[src/rtl/ttl_534_bus_sequencer.sv]
// ttl_534_bus_sequencer: round-robin sequencer for N 74LS534-type latches sharing one 8-bit bus.
// Ports:
//   clk, reset_n   - system clock, asynchronous active-low reset
//   req[N]         - level transfer requests, sampled only while IDLE
//   lck[N]         - per-latch capture clock, one-cycle high pulse in CAPTURE
//   oe_n[N]        - per-latch output enable, active low, at most one low
//   bus_valid      - high while the granted latch drives the bus
//   bus_ack        - consumer has taken the data, sampled only in DRIVE
//   done[N]        - one-cycle completion pulse to the finished requester
//   grant_id[3]    - current or last grantee index
//   busy           - high whenever the sequencer is not IDLE
//   err            - one-cycle watchdog abort pulse
// Optional feature: define BUS_TIMEOUT_EN to enable the DRIVE watchdog (limit TIMEOUT);
// without it DRIVE waits indefinitely for bus_ack and err is tied low.
module ttl_534_bus_sequencer #(
    parameter int N       = 4,
    parameter int TURN    = 1,
    parameter int TIMEOUT = 255
) (
    input  logic         clk,
    input  logic         reset_n,
    input  logic [N-1:0] req,
    output logic [N-1:0] lck,
    output logic [N-1:0] oe_n,
    output logic         bus_valid,
    input  logic         bus_ack,
    output logic [N-1:0] done,
    output logic [2:0]   grant_id,
    output logic         busy,
    output logic         err
);
    typedef enum logic [1:0] {IDLE, CAPTURE, DRIVE, TURNAROUND} state_t;

    state_t       state_q;
    logic [2:0]   rr_q;
    logic [2:0]   grant_q;
    logic [N-1:0] grant_oh_q;
    logic [2:0]   turn_q;
    logic [N-1:0] lck_q;
    logic [N-1:0] oe_n_q;
    logic         bus_valid_q;
    logic [N-1:0] done_q;
    logic         busy_q;
`ifdef BUS_TIMEOUT_EN
    logic [7:0]   wd_q;
    logic         err_q;
`endif

    logic [7:0]   req_pad;
    logic [3:0]   sum_d;
    logic [2:0]   pick_d;
    logic         hit_d;
    logic [2:0]   rr_next_d;
    logic [N-1:0] pick_oh_d;

    // Padding to 8 bits lets a 3-bit index address req for any N.
    assign req_pad   = 8'(req);
    assign rr_next_d = (pick_d == 3'(N - 1)) ? 3'd0 : pick_d + 3'd1;
    assign pick_oh_d = {{(N-1){1'b0}}, 1'b1} << pick_d;

    // Scan downward so the last hit written is the first set bit at or above rr_q (with wrap).
    always_comb begin
        pick_d = '0;
        hit_d  = 1'b0;
        sum_d  = '0;
        for (int i = N - 1; i >= 0; i--) begin
            sum_d = {1'b0, rr_q} + 4'(i);
            if (sum_d >= 4'(N)) sum_d = sum_d - 4'(N);
            if (req_pad[sum_d[2:0]]) begin
                pick_d = sum_d[2:0];
                hit_d  = 1'b1;
            end
        end
    end

    always_ff @(posedge clk or negedge reset_n) begin
        if (!reset_n) begin
            state_q     <= IDLE;
            rr_q        <= '0;
            grant_q     <= '0;
            grant_oh_q  <= '0;
            turn_q      <= '0;
            lck_q       <= '0;
            oe_n_q      <= '1;
            bus_valid_q <= 1'b0;
            done_q      <= '0;
            busy_q      <= 1'b0;
`ifdef BUS_TIMEOUT_EN
            wd_q        <= '0;
            err_q       <= 1'b0;
`endif
        end else begin
            lck_q  <= '0;
            done_q <= '0;
`ifdef BUS_TIMEOUT_EN
            err_q  <= 1'b0;
`endif
            case (state_q)
                IDLE: begin
                    if (hit_d) begin
                        grant_q    <= pick_d;
                        grant_oh_q <= pick_oh_d;
                        rr_q       <= rr_next_d;
                        lck_q      <= pick_oh_d;
                        busy_q     <= 1'b1;
                        state_q    <= CAPTURE;
                    end
                end
                CAPTURE: begin
                    oe_n_q      <= ~grant_oh_q;
                    bus_valid_q <= 1'b1;
`ifdef BUS_TIMEOUT_EN
                    wd_q        <= '0;
`endif
                    state_q     <= DRIVE;
                end
                DRIVE: begin
                    if (bus_ack) begin
                        oe_n_q      <= '1;
                        bus_valid_q <= 1'b0;
                        done_q      <= grant_oh_q;
                        turn_q      <= 3'(TURN - 1);
                        state_q     <= TURNAROUND;
                    end
`ifdef BUS_TIMEOUT_EN
                    else if (wd_q == 8'(TIMEOUT - 1)) begin
                        // Abort: release the bus without a done pulse; rr_q is left as granted.
                        oe_n_q      <= '1;
                        bus_valid_q <= 1'b0;
                        err_q       <= 1'b1;
                        turn_q      <= 3'(TURN - 1);
                        state_q     <= TURNAROUND;
                    end else begin
                        wd_q <= wd_q + 8'd1;
                    end
`endif
                end
                TURNAROUND: begin
                    if (turn_q == 3'd0) begin
                        busy_q  <= 1'b0;
                        state_q <= IDLE;
                    end else begin
                        turn_q <= turn_q - 3'd1;
                    end
                end
                default: state_q <= IDLE;
            endcase
        end
    end

    assign lck       = lck_q;
    assign oe_n      = oe_n_q;
    assign bus_valid = bus_valid_q;
    assign done      = done_q;
    assign grant_id  = grant_q;
    assign busy      = busy_q;
`ifdef BUS_TIMEOUT_EN
    assign err       = err_q;
`else
    assign err       = 1'b0;
`endif
endmodule

[config.mk]
export PLATFORM = sky130hd
export DESIGN_NAME = ttl_534_bus_sequencer
export DESIGN_NICKNAME = d
export VERILOG_FILES = /design/src/rtl/ttl_534_bus_sequencer.sv
export SDC_FILE = /design/constraint.sdc
export NUM_CORES = 1
export LEC_CHECK = 0
export BUFFER_PORTS_ARGS = -buffer_cell sky130_fd_sc_hd__buf_2
export CORE_UTILIZATION = 24
export DETAILED_ROUTE_END_ITERATION = 8
export GPL_TIMING_DRIVEN = 0
export MAX_ROUTING_LAYER = met4
export PLACE_DENSITY = 0.52
export SKIP_LAST_GASP = 1
export SYNTH_ARGS = -nofsm -noshare
export SYNTH_HDL_FRONTEND = slang
export SYNTH_SLANG_ARGS = --single-unit
[constraint.sdc]
create_clock -name clk -period 3.85 [get_ports clk]
set_input_delay 0.1925 -clock clk [delete_from_list [all_inputs] [get_ports clk]]
set_output_delay 0.1925 -clock clk [all_outputs]
set_load 0.005 [all_outputs]
; Word level (Yosys, flattened, before mapping)
; Cells that the tools add are included.
[classes]
add_sub_neg = 9
n_lt_le_gt_ge = 8
n_eq_ne = 8
shift = 1
muxes = 39
bitwise_logic = 1
reduce_logical = 10
[ops]
columns = op, n
row1 = $mux W3, 11
row2 = $mux W4, 5
row3 = $lt A3 B4 Y1 const B, 4
row4 = $bmux W1 S3, 4
row5 = $ge A4 B3 Y1 const B, 3
row6 = $sub A3 B3 Y3 const B, 4
row7 = $mux W1, 11
row8 = $reduce_and A3 Y1, 3
row9 = $add A3 B2 Y4 const B, 2
row10 = $ne A2 B2 Y1 const B, 4
row11 = $pmux W2 S4, 1
row12 = $pmux W4 S2, 1
row13 = $mux W2, 3
row14 = $pmux W3 S2, 1
row15 = $reduce_bool A2 Y1, 3
row16 = $add A3 B1 Y4 const B, 1
row17 = $eq A2 B2 Y1 const B, 2
row18 = $not A4 Y4, 1
row19 = $pmux W1 S2, 2
row20 = $reduce_and A2 Y1, 2
row21 = $shl A1 B3 Y4 const A, 1
row22 = $add A3 B1 Y3 const B, 1
row23 = $eq A3 B2 Y1 const B, 1
row24 = $ge A3 B3 Y1 const B, 1
row25 = 4 further kinds, 4
[totals]
register_bits = 29
inputBits = 7

; Longest topological paths before layout
[logic_depth]
depth_word = 12
ltp_mapped = 14
depth_no_buf = 11

; Least setup slack after synthesis
; Ideal clock, no wire load.
[synth_path]
path_kind = flip-flop to flip-flop
from = reg rr_q[0]
to = reg state_q[1]
setup_time_ns = 0.125
arrival_time_ns = 2.594
required_time_ns = 3.725
setup_slack_ns = 1.131
stages_incl_launch_ff = 10
path_buffers = 2
synth_period_minus_slack_ns = 2.719
cell_sequence = dfrtp_1 buf_6 clkbuf_1 inv_1 ha_1 mux4_2 a221o_1 or3b_1 and3_4 mux2_4
[synth_via]
elab_chain_cells = 11
elab_cells_between_ends = 29
cone_classes = add/sub: 7 / order compare: 4 / eq/ne: 1 / mux: 16 / reduce/logical: 1
[synth_lines]
columns = item, line
row1 = start: declaration, 35  ; logic [2:0] rr_q;
row2 = start signal: assignment, 103  ; rr_q <= rr_next_d;
row3 = $add A3 B2 Y4, 67  ; sum_d = {1'b0, rr_q} + 4'(i);
row4 = $ge A4 B3 Y1 or $sub A3 B3 Y3 (tied branches), 68  ; if (sum_d >= 4'(N)) sum_d = sum_d - 4'(N);
row5 = $mux W3, 68
row6 = $bmux W1 S3, 69  ; if (req_pad[sum_d[2:0]]) begin
row7 = $mux W1 (implied by the code), 69
row8 = $mux W1 (3 in a row), 69
row9 = $mux W1 (*), 69
row10 = $ne A2 B2 Y1 (no line) (*), -
row11 = $reduce_and A3 Y1 (no line) (*), -
row12 = end signal: assignment, 78  ; state_q <= IDLE;
row13 = end signal: assignment, 106  ; state_q <= CAPTURE;
row14 = end signal: assignment, 115  ; state_q <= DRIVE;
row15 = end: declaration, 34  ; state_t state_q;
; Mark *: on every way between the ends. The rest lies on a longest branch, timed or not. The select of a mux whose other input is x is not followed.
; A chain may end at the register's enable or synchronous reset.

; Worst setup path in the final report
[layout_path]
from = reg rr_q[0]
to = reg grant_oh_q[1]
[layout_via]
elab_chain_cells = 10
elab_cells_between_ends = 33
cone_classes = add/sub: 7 / order compare: 4 / shift: 1 / mux: 20 / reduce/logical: 1
[layout_lines]
columns = item, line
row1 = $add A3 B2 Y4, 67
row2 = $ge A4 B3 Y1 or $sub A3 B3 Y3 (tied branches), 68
row3 = $mux W3, 68
row4 = $bmux W1 S3, 69
row5 = $mux W1 (implied by the code), 69
row6 = $mux W3 (3 in a row), 69
row7 = $mux W3 (*), 69
row8 = via pick_d[1], 51  ; logic [2:0] pick_d;
row9 = $shl A1 B3 Y4 (*), 59  ; assign pick_oh_d = {{(N-1){1'b0}}, 1'b1} << pick_d;
row10 = end signal: assignment, 102  ; grant_oh_q <= pick_oh_d;
row11 = end: declaration, 37  ; logic [N-1:0] grant_oh_q;
; The timed path passes the listed nets; every way through them passes the cells marked *. The select of a mux whose other input is x is not followed.

==> flow_summary.ini <==
[timing]
setup_viol = 0
period_needed_ns = 3.33
fin_crit_sh = 0.865
max_freq_mhz = 300
final_hold_viol_count = 0
worst_pin_slew_ns = 0.662
slew_headroom = 0.559
rsz0062_at_grt = false
whs_ns = 0.391
setup_tns_ns = 0
clock_skew_ns = 0.00242
slew_violations = 0

[cells_and_area]
fin_nets = 221
ff_latch_area_um2 = 731
finish.instance_area_um2 = 2060
fillers = 745
diodes = 0
area_growth_pct = 20.2
multi_input_comb_area_um2 = 848
final_cells = 299
drive_above_1_share = 0.212

[die]
design.core.area_um2 = 6830
io-pin-count = 25
die_x_um = 86.5
start_util = 0.251
row_count = 30
dieArea_um2 = 7480
die_h_um = 86.5

[worst_setup_path]
path_delay_family = compound AO/OA/AOI/OAI gates
endpoint_kind = flop
crit_cells = 13
r2r_start = rr_q[0]
crit_chain = buf_6 > clkbuf_1 > inv_1 > ha_1 > clkbuf_1 > a311oi_1 > o311ai_0 > a41oi_1 > inv_1 > ha_1 > inv_1 > nor2_1 > a21o_1
cp_slowest_cell = a41oi_1
r2r_end = grant_oh_q[1]
worst-r2r-setup-slack_ns = 0.52
critPathRequiredTime_ns = 4.02
path_buf_inv = 6
critPathMaxFanout = 10
cp_slowest_stage_delay_ns = 0.45
endpoint = grant_oh_q[1]
cpMostUsedCell = inv_1
reg2reg_depth = 13
worstPathArrival_ns = 3.50
startpoint_type = flop
critPathKind = flop to flop
crit_start = rr_q[0]

[synthesis]
synth_cell_types = 50
yosys_warnings = 0
async_reset_ff_frac = 1.00
avgSynthCellArea_um2 = 9.85
synth.net_count = 193
ys.flop_type = dfrtp_1
synth_area_um2 = 1710
ys_ff_latch = 29
synth_mux_area_frac = 0.0956
ys_seq_area_frac = 0.426
synth_enable_flop_cells = 0
synth-adder-area-share = 0.0876
synth_xor_xnor_area_share = 0
synth_compound_area_frac = 0.175
synth_top_family_by_area = compound AO/OA/AOI/OAI gates
synth-simple-area-share = 0.134
synthCells = 174

[global_route]
grt_max_degree = 30
grt_use_total = 0.109
grt_pass1_vias = 1223
grt-ovfl-total = 0
grt_pass1_wl_um = 6020
grt_antenna_before_repair = 0

[placed_design]
io_buffers = 20
place_congestion = 0.868
place_inst = 290
hpwl_um = 2560
placed_cell_area_um2 = 1930

[clock_tree]
cts_setup_buffers = 0
postCtsHoldBufs = 1
cts_resized = 0
root_buffer = clkbuf_8
cts_tree = yes
cts_buffers = 5
insertion_delay_ns = 0.28
h-tree-depth = 2
clkSlewWorstSetupHoldPaths_ns = 0.06
cts.sinks = 29
clockBufferDepth = 2

[routing]
drc_errors = 0
ant_nets = 0
vias_per_cell = 4.44
drt-wirelength-per-cell_um = 12.0
num_vias = 1329
drt_iter0_drc = 31
routed_wl_um = 3580
drt_first_pass_iters = 4

[run]
drv_cap = 0

[status]
status = finished clean

[min_path]
worst_hold_startpoint = bus_ack
worstHoldPathType = primary input to flop

[power]
vdd_drop_max_mv = 0.214
p_leak_nw = 1.02
power_mw = 1.64
p_per_area_nw_per_um2 = 793
cell usage after synthesis (all sizes together) (5+ instances only):
library cell  count  share of area
and3              5          0.021
nor2             16          0.035
inv              21          0.046
a21o              5          0.022
clkbuf            7          0.016
mux2i             7          0.041
ha               12          0.088
dfrtp            25           0.36
o21ai             9          0.026
nand2             7          0.015
cell families after synthesis:
kind of cell,Yosys count
flip-flops,29
AO/OA/AOI/OAI,42
other,1
buffers and inverters,32
adder cells (fa/ha/maj),12
multiplexers,13
AND/OR/NAND/NOR,45
final cells by class:
type | count | area share
clock buffer | 7 | 0.0419
timing repair buffer | 21 | 0.0534
buffer | 11 | 0.0273
multi-input combinational | 113 | 0.412
inverter | 21 | 0.0383
clock inverter | 1 | 0.0146
sequential | 29 | 0.355
tap | 96 | 0.0583
cells in the final DEF, fill, tap and decap left out, drive strengths merged, types with 2 or more instances in the layout:
| cell | synthesis | routed |
|---|---|---|
| a21boi | 2 | 2 |
| a21o | 5 | 5 |
| a21oi | 4 | 4 |
| a311oi | 2 | 2 |
| a31oi | 2 | 2 |
| and2 | 2 | 2 |
| and3 | 5 | 5 |
| buf | 4 | 24 |
| clkbuf | 7 | 14 |
| dfrtp | 25 | 25 |
| dfstp | 4 | 4 |
| ha | 12 | 12 |
| inv | 21 | 21 |
| mux2 | 4 | 4 |
| mux2i | 7 | 7 |
| mux4 | 2 | 2 |
| nand2 | 7 | 7 |
| nand2b | 3 | 3 |
| nand3 | 3 | 3 |
| nor2 | 16 | 16 |
| nor2b | 4 | 4 |
| o211ai | 2 | 2 |
| o21ai | 9 | 9 |
| o2bb2ai | 2 | 2 |
layer usage:
layer | track usage | wire, um | vias up
li1 | - | - | 665
met1 | 0.154 | 1850 | 617
met2 | 0.146 | 1480 | 40
met3 | 0.0267 | 187 | 7
met4 | 0.0500 | 64 | 0
met5 | - | 0 | -
state kept, by name (all words and copies together) (netlist names):
register    cells
grant_id        3
grant_oh_q      4
done            4
state_q         2
bus_valid       1
turn_q          3
lck             4
rr_q            3
busy            1
oe_n            4
where the power goes:
group	internal (mW)	switching (mW)	leakage (nW)
Clock	0.211	0.114	0.0585
Combinational	0.367	0.450	0.595
Sequential	0.425	0.0686	0.364
Total	1.00	0.633	1.02
metrics by stage:
step	utilization	worst slack (ns)
2_1_floorplan	-	1.13
3_3_place_gp	0.283	0.559
3_5_place_dp	0.283	0.592
4_1_cts	0.302	0.566
5_1_grt	0.302	0.255
6_report	0.302	0.521
worst register-to-register path, cell delays in order, from the launching register on:
cell and delay [ns]:
dfrtp_1 0.37, buf_6 0.15, clkbuf_1 0.37, inv_1 0.16, ha_1 0.36, clkbuf_1 0.24, a311oi_1 0.31, o311ai_0 0.19
a41oi_1 0.45, inv_1 0.13, ha_1 0.22, inv_1 0.05, nor2_1 0.05, a21o_1 0.18
how the worst min path moves through the flow:
stage                           end  slack (ns)  cells past startpoint
final                     bus_valid        0.39                      2
after detailed placement    done[0]        0.27                      1
after global routing      bus_valid        0.42                      2
after CTS                 bus_valid        0.39                      2
after floorplan           bus_valid       -0.10                      0
after global placement      done[0]        0.26                      1
Power figures use the tool's default switching activity.
